--- src/rtl/riscv_multi_ctrl_pkg.sv ---
// riscv_multi_ctrl_pkg: states, opcodes, select and ALU encodings for the multi-cycle RISC-V control
package riscv_multi_ctrl_pkg;
  typedef enum logic [3:0] {
    S_FETCH, S_DECODE, S_MEMADR, S_MEMREAD, S_MEMWB, S_MEMWRITE,
    S_EXEC_R, S_EXEC_I, S_ALUWB, S_JAL, S_BRANCH
  } state_t;
  localparam logic [6:0] OP_LW  = 7'b0000011;
  localparam logic [6:0] OP_SW  = 7'b0100011;
  localparam logic [6:0] OP_R   = 7'b0110011;
  localparam logic [6:0] OP_I   = 7'b0010011;
  localparam logic [6:0] OP_JAL = 7'b1101111;
  localparam logic [6:0] OP_BR  = 7'b1100011;
  localparam logic [2:0] ALU_ADD = 3'b000;
  localparam logic [2:0] ALU_SUB = 3'b001;
  localparam logic [2:0] ALU_AND = 3'b010;
  localparam logic [2:0] ALU_OR  = 3'b011;
  localparam logic [2:0] ALU_SLT = 3'b101;
  localparam logic [1:0] RES_ALUOUT = 2'b00;
  localparam logic [1:0] RES_MEM    = 2'b01;
  localparam logic [1:0] RES_ALU    = 2'b10;
  localparam logic [1:0] A_PC    = 2'b00;
  localparam logic [1:0] A_OLDPC = 2'b01;
  localparam logic [1:0] A_RS1   = 2'b10;
  localparam logic [1:0] B_RS2  = 2'b00;
  localparam logic [1:0] B_IMM  = 2'b01;
  localparam logic [1:0] B_FOUR = 2'b10;
  localparam logic [1:0] IMM_I = 2'b00;
  localparam logic [1:0] IMM_S = 2'b01;
  localparam logic [1:0] IMM_B = 2'b10;
  localparam logic [1:0] IMM_J = 2'b11;
  localparam logic ADR_PC     = 1'b0;
  localparam logic ADR_ALUOUT = 1'b1;
  function automatic logic [1:0] imm_sel(input logic [6:0] op);
    return op == OP_SW ? IMM_S : op == OP_BR ? IMM_B : op == OP_JAL ? IMM_J : IMM_I;
  endfunction
endpackage

--- src/rtl/riscv_alu_dec.sv ---
// riscv_alu_dec: ALU decoder; ports op/funct3/funct7b5 in, alu_ctrl and illegal_alu (bad funct3 on R/I) out
module riscv_alu_dec
  import riscv_multi_ctrl_pkg::*;
(
  input  logic [6:0] op,
  input  logic [2:0] funct3,
  input  logic       funct7b5,
  output logic [2:0] alu_ctrl,
  output logic       illegal_alu
);
  always_comb begin
    alu_ctrl = ALU_ADD;
    illegal_alu = 1'b0;
    case (funct3)
      3'b000: alu_ctrl = (op == OP_R && funct7b5) ? ALU_SUB : ALU_ADD;
      3'b010: alu_ctrl = ALU_SLT;
      3'b110: alu_ctrl = ALU_OR;
      3'b111: alu_ctrl = ALU_AND;
      default: illegal_alu = op == OP_R || op == OP_I;
    endcase
  end
endmodule

--- src/rtl/riscv_multi_ctrl.sv ---
// riscv_multi_ctrl: multi-cycle control FSM; instruction fields and ALU flags in, datapath enables/selects, instr_done and illegal out
module riscv_multi_ctrl
  import riscv_multi_ctrl_pkg::*;
#(
  parameter state_t RESET_STATE = S_FETCH
) (
  input  logic       clk,
  input  logic       rst,
  input  logic [6:0] op,
  input  logic [2:0] funct3,
  input  logic       funct7b5,
  input  logic       alu_zero,
  input  logic       alu_lt,
  output logic       pc_we,
  output logic       adr_src,
  output logic       mem_we,
  output logic       ir_we,
  output logic       reg_we,
  output logic [1:0] res_src,
  output logic [1:0] alu_src_a,
  output logic [1:0] alu_src_b,
  output logic [2:0] alu_ctrl,
  output logic [1:0] imm_src,
  output logic       instr_done,
  output logic       illegal
);
  state_t state, next, s;
  logic [2:0] dec_ctrl;
  logic dec_ill, bad, taken;
  riscv_alu_dec u_dec (.op(op), .funct3(funct3), .funct7b5(funct7b5), .alu_ctrl(dec_ctrl), .illegal_alu(dec_ill));
  // valid branch funct3 values 000/001/100/101 are exactly those with bit 1 clear
  assign bad = !(op inside {OP_LW, OP_SW, OP_JAL}) && !(op inside {OP_R, OP_I} && !dec_ill) && !(op == OP_BR && !funct3[1]);
  // funct3[2] picks lt vs zero, funct3[0] inverts the sense
  assign taken = funct3[2] ? alu_lt ^ funct3[0] : alu_zero ^ funct3[0];
  // during reset the outputs show FETCH values; its write enables are masked below
  assign s = rst ? S_FETCH : state;
  assign imm_src = imm_sel(op);
  always_ff @(posedge clk)
    state <= rst ? RESET_STATE : next;
  always_comb begin
    next = S_FETCH;
    case (state)
      S_FETCH:   next = S_DECODE;
      S_DECODE:  next = bad ? S_FETCH : op inside {OP_LW, OP_SW} ? S_MEMADR : op == OP_R ? S_EXEC_R :
                        op == OP_I ? S_EXEC_I : op == OP_JAL ? S_JAL : S_BRANCH;
      S_MEMADR:  next = op == OP_SW ? S_MEMWRITE : S_MEMREAD;
      S_MEMREAD: next = S_MEMWB;
      S_EXEC_R, S_EXEC_I, S_JAL: next = S_ALUWB;
      default:   next = S_FETCH;
    endcase
  end
  always_comb begin
    pc_we = 1'b0;
    adr_src = ADR_PC;
    mem_we = 1'b0;
    ir_we = 1'b0;
    reg_we = 1'b0;
    res_src = RES_ALUOUT;
    alu_src_a = A_PC;
    alu_src_b = B_RS2;
    alu_ctrl = ALU_ADD;
    instr_done = 1'b0;
    illegal = 1'b0;
    case (s)
      S_FETCH: begin
        ir_we = !rst;
        pc_we = !rst;
        res_src = RES_ALU;
        alu_src_b = B_FOUR;
      end
      S_DECODE: begin
        alu_src_a = A_OLDPC;
        alu_src_b = B_IMM;
        illegal = bad;
      end
      S_MEMADR: begin
        alu_src_a = A_RS1;
        alu_src_b = B_IMM;
      end
      S_MEMREAD: adr_src = ADR_ALUOUT;
      S_MEMWB: begin
        adr_src = ADR_ALUOUT;
        res_src = RES_MEM;
        reg_we = 1'b1;
        instr_done = 1'b1;
      end
      S_MEMWRITE: begin
        adr_src = ADR_ALUOUT;
        mem_we = 1'b1;
        instr_done = 1'b1;
      end
      S_EXEC_R, S_EXEC_I: begin
        alu_src_a = A_RS1;
        alu_src_b = s == S_EXEC_I ? B_IMM : B_RS2;
        alu_ctrl = dec_ctrl;
      end
      S_ALUWB: begin
        reg_we = 1'b1;
        instr_done = 1'b1;
      end
      S_JAL: begin
        alu_src_a = A_OLDPC;
        alu_src_b = B_FOUR;
        pc_we = 1'b1;
      end
      S_BRANCH: begin
        alu_src_a = A_RS1;
        alu_ctrl = ALU_SUB;
        pc_we = taken;
        instr_done = 1'b1;
      end
      default: ;
    endcase
  end
endmodule

--- config.mk ---
export PLATFORM = sky130hd
export DESIGN_NAME = riscv_multi_ctrl
export DESIGN_NICKNAME = d
export VERILOG_FILES = /design/src/rtl/riscv_multi_ctrl_pkg.sv /design/src/rtl/riscv_alu_dec.sv /design/src/rtl/riscv_multi_ctrl.sv
export SDC_FILE = /design/constraint.sdc
export NUM_CORES = 1
export LEC_CHECK = 0
export ABC_AREA = 1
export ABC_CLOCK_PERIOD_IN_PS = 1100
export CORE_MARGIN = 2
export CORE_UTILIZATION = 35
export CTS_BUF_LIST = sky130_fd_sc_hd__clkbuf_4
export DETAILED_ROUTE_END_ITERATION = 8
export PLACE_DENSITY_LB_ADDON = 0.05
export SLEW_MARGIN = 20
export SYNTH_ARGS = -nofsm -noshare
export SYNTH_HDL_FRONTEND = slang
export SYNTH_SLANG_ARGS = --single-unit
--- constraint.sdc ---
create_clock -name clk -period 1.1 [get_ports clk]
set_input_delay 0.22 -clock clk [delete_from_list [all_inputs] [get_ports clk]]
set_output_delay 0.22 -clock clk [all_outputs]
set_load 0.02 [all_outputs]
==> reports/results.ini, run 1 <==
[cts]
cts_setup_buffers = 12
max-clock-path-buffers = 2
post_cts_resized = 183
cts_sinks = 4
cts_made_buffers = 3
htree_levels = 1
clock-root-buffer = clkbuf_4
ctsHoldBuffers = 0

[synthesis]
syn-num-nets = 120
seq_area_frac_synth = 0.140
synth_top_cell_area_share = 0.140
yosysMostFrequentCell = nand2_1
syn_inst = 105
ys_top_cells_by_count = 21 x nand2_1, 14 x inv_1, 13 x nand3_1, 13 x nor2_1, 7 x o21ai_0
synth_area_leaders = dfxtp_1 14%, nand2_1 14%, nand3_1 11%
ys_types = 21
synth-seq-cells = 4
ys.flop_type = dfxtp_1
synth_enable_flop_cells = 0
synth_area_um2 = 572
synth_async_sr_flop_share = 0
syn_avg_cell_area_um2 = 5.45
synth_top_area_cell = dfxtp_1
yosys_warnings = 0

[place]
dp_hpwl_um = 1810
portBuffers = 32
gp_congestion = 0.850
dp.cells = 190

[floorplanning]
num_io_pins = 33
initial_utilization = 0.375
fp.dieH_um = 44.4
die_x_um = 44.4
rows = 14

[status]
lastStage = clock tree synthesis (4_1_cts)
run_status = did not finish
stop_error = [ERROR DPL-0033] detailed placement checks failed during check placement.

==> per-stage QoR <==
stage,setup WS [ns],area (um2),setup TNS [ns]
floorplan,-0.228,632,-1.04
global placement,-1.06,1260,-18.85
detailed placement,-1.16,1260,-19.71
==> kinds of logic after synthesis <==
logic type,after synthesis,share of synthesized area
simple gates,64,0.549
compound gates,17,0.179
flops,4,0.140
buf+inv,20,0.131
==> inputs of run 2 (changes only) <==
--- a/config.mk
+++ b/config.mk
@@ -6,12 +6,11 @@
 export NUM_CORES = 1
 export LEC_CHECK = 0
 export ABC_AREA = 1
-export ABC_CLOCK_PERIOD_IN_PS = 1100
-export CORE_MARGIN = 2
-export CORE_UTILIZATION = 35
-export CTS_BUF_LIST = sky130_fd_sc_hd__clkbuf_4
+export ABC_CLOCK_PERIOD_IN_PS = 1400
+export CORE_AREA = 2 2 63 65
 export DETAILED_ROUTE_END_ITERATION = 8
-export PLACE_DENSITY_LB_ADDON = 0.05
+export DIE_AREA = 0 0 65 67
+export PLACE_DENSITY_LB_ADDON = 0.15
 export SLEW_MARGIN = 20
 export SYNTH_ARGS = -nofsm -noshare
 export SYNTH_HDL_FRONTEND = slang
==> constraint.sdc (replaced) <==
create_clock -name clk -period 1.4 [get_ports clk]
set_input_delay 0.28 -clock clk [delete_from_list [all_inputs] [get_ports clk]]
set_output_delay 0.28 -clock clk [all_outputs]
set_load 0.02 [all_outputs]
==> reports/results.ini, run 2 <==
[status]
run_status = complete, but fails checks  ; was did not finish
failed_checks = setup timing

[floorplanning]
fp.dieH_um = 67  ; was 44.4 um
rows = 22  ; was 14
core_area_mm2 = 0.00361
die_x_um = 65  ; was 44.4 um
die_area_mm2 = 0.00436
initial_utilization = 0.159  ; was 0.375
num_io_pins = 33  ; unchanged

[min_path]
hold_path_depth = 2
worst_hold_startpoint = state[0]
hp-class = reg2reg
holdPathEnd = state[0]

[place]
gp_congestion = 0.772  ; was 0.850
dp_hpwl_um = 1900  ; was 1810 um
portBuffers = 32  ; unchanged

[synthesis]
synth_enable_flop_cells = 0  ; unchanged
ys_top_cells_by_count = 21 x nand2_1, 14 x inv_1, 13 x nand3_1, 13 x nor2_1, 7 x o21ai_0  ; unchanged
syn-num-nets = 120  ; unchanged
synth_area_leaders = dfxtp_1 14%, nand2_1 14%, nand3_1 11%  ; unchanged
syn_inst = 105  ; unchanged
yosys_warnings = 0  ; unchanged
synth_area_um2 = 572  ; unchanged
yosysMostFrequentCell = nand2_1  ; unchanged
seq_area_frac_synth = 0.140  ; unchanged
syn_avg_cell_area_um2 = 5.45  ; unchanged
synth_top_cell_area_share = 0.140  ; unchanged
ys.flop_type = dfxtp_1  ; unchanged
synth_top_area_cell = dfxtp_1  ; unchanged
synth_async_sr_flop_share = 0  ; unchanged
ys_types = 21  ; unchanged
synth-seq-cells = 4  ; unchanged

[global_routing]
grt_first_pass_wirelength_um = 4180
grt_max_degree = 6
gr-usage-met1 = 0.138
grt.overflow.total = 0
grt_pass1_vias = 1004
met2_usage = 0.241
met3_usage = 0.0287
antenna_found_initial = 0
busiest_layer = met2
grtUsageTotal = 0.124

[final_layout]
largest_registers = state: 4 flops
multi_input_area_um2 = 673
seq_area_um2 = 90.1
drive_gt1_frac = 0.772
layout.nets = 210
num-fill-cells = 396
post-route-util = 0.459
final_common_cell = buf_4
antenna_cells = 0
regMostFlops = state
mostFrequentLayoutCells = 51 x buf_4, 18 x buf_6, 14 x nand2_1
layout-area-overhead-vs-synth_pct = 190
largest_reg_flops = 4

[timing]
slew_violations = 0
rsz0062_at_grt = true
whs_ns = 0.595
layout_worst_path_cycle_share = 1.12
fmax_ghz = 0.635
slew_headroom = 0.857
finalClockSkew_ns = 0.00142
finalHoldViolations = 0
setup_viol = 16
min_period_ns = 1.57
tns_ns = -1.39
setup_ws_ns = -0.175
tightest_slew_ns = 0.212

[detailed_routing]
via_per_inst = 4.15
ant_nets = 0
via_count = 1000
drcViolationCount = 0
firstDrtPassIters = 4
wirelength_um = 2520
initialDrtViolationCount = 9
avgRoutedWirePerCell_um = 10.5

[pwr]
ir_drop_v = 0.000235
fin_total_pwr_mw = 0.666
p_leak_nw = 0.771
powerDensity_mw_per_mm2 = 402

[worst_setup_path]
r2r_slack_ns = 0.06
required_ns = 1.12
worstSetupEndpointType = output port
reg2reg_depth = 6
arrival_ns = 1.29
crit-reg2reg-launch = state[2]
rr_endpoint = state[0]
worstSetupPathType = reg2out
path_max_fanout = 2
start_kind = flip-flop

[cts]
max-clock-path-buffers = 2  ; unchanged
tritoncts = done
htree_levels = 1  ; unchanged
path_clk_slew_ns = 0.03
cts_made_buffers = 3  ; unchanged
cts_sinks = 4  ; unchanged
clock-root-buffer = clkbuf_8  ; was clkbuf_4
clock_latency_ns = 0.21

[job]
cap_violations = 0

-- run 2: cell counts after synthesis --
No cell type changed its count.
-- run 2: area by class of cell --
type	instances	share of cell area
Sequential cell	4	0.0544
Multi-Input combinational cell	81	0.406
Tap cell	48	0.0363
Clock buffer	3	0.0249
Timing Repair Buffer	85	0.430
Inverter	20	0.0483
-- run 2: timing repair --
item	CTS	global route
endpoints found under the setup margin	22	22
gates resized for setup	187	32
pin swaps	20	13
buffers inserted	12	3
hold buffers	0	0
-- run 2: layer usage --
metal,wire length (um),vias to the layer above,share of wire
met1,1030,457,0.41
met4,0,0,0
met3,117,0,0.046
li1,-,518,-
met5,0,-,0
met2,1370,25,0.54
-- run 2: report_power, final --
part / switching, mW / internal [mW]
Clock: 0.0502 / 0.182
Sequential: 0.00713 / 0.116
Combinational: 0.150 / 0.160
Total: 0.207 / 0.459
-- run 2: worst max-delay path by stage --
stage             start           to  slack, ns  cells past startpoint
2_1_floorplan  state[0]        pc_we      -0.06                      4
4_1_cts        state[1]        pc_we      -0.20                      9
5_1_grt        state[2]  alu_ctrl[2]      -0.25                      7
3_5_place_dp        rst  alu_ctrl[2]      -0.91                      7
6_report       state[1]        pc_we      -0.17                      9
3_3_place_gp        rst        pc_we      -0.90                      9
-- run 2: cells by family (layout without fill, tap and decap cells) --
| kind of cell | Yosys count | after routing | share of synthesized area |
|---|---|---|---|
| buf+inv | 20 | 108 | 0.131 |
| simple gates | 64 | 64 | 0.549 |
| compound gates | 17 | 17 | 0.179 |
| flops | 4 | 4 | 0.140 |
-- run 2: critical path: stages (launching register included) --
cell and delay (ns):
dfxtp_2 0.32, inv_2 0.05, nor2_4 0.11, inv_2 0.06, nor2_2 0.08, inv_1 0.06, a21oi_1 0.11, o21ai_1 0.07
nand3b_1 0.10, buf_6 0.12
-- run 2: stage by stage --
stage / cell area (um2) / setup WS, ns / instances
after floorplan: 586 / -0.0586 / 105
after global placement: 1270 / -0.903 / 225
after detailed placement: 1270 / -0.910 / 225
after CTS: 1540 / -0.195 / 240
after global routing: 1660 / -0.250 / 241
final: 1660 / -0.175 / 241
Note: power is estimated with default switching activity, not from simulation.
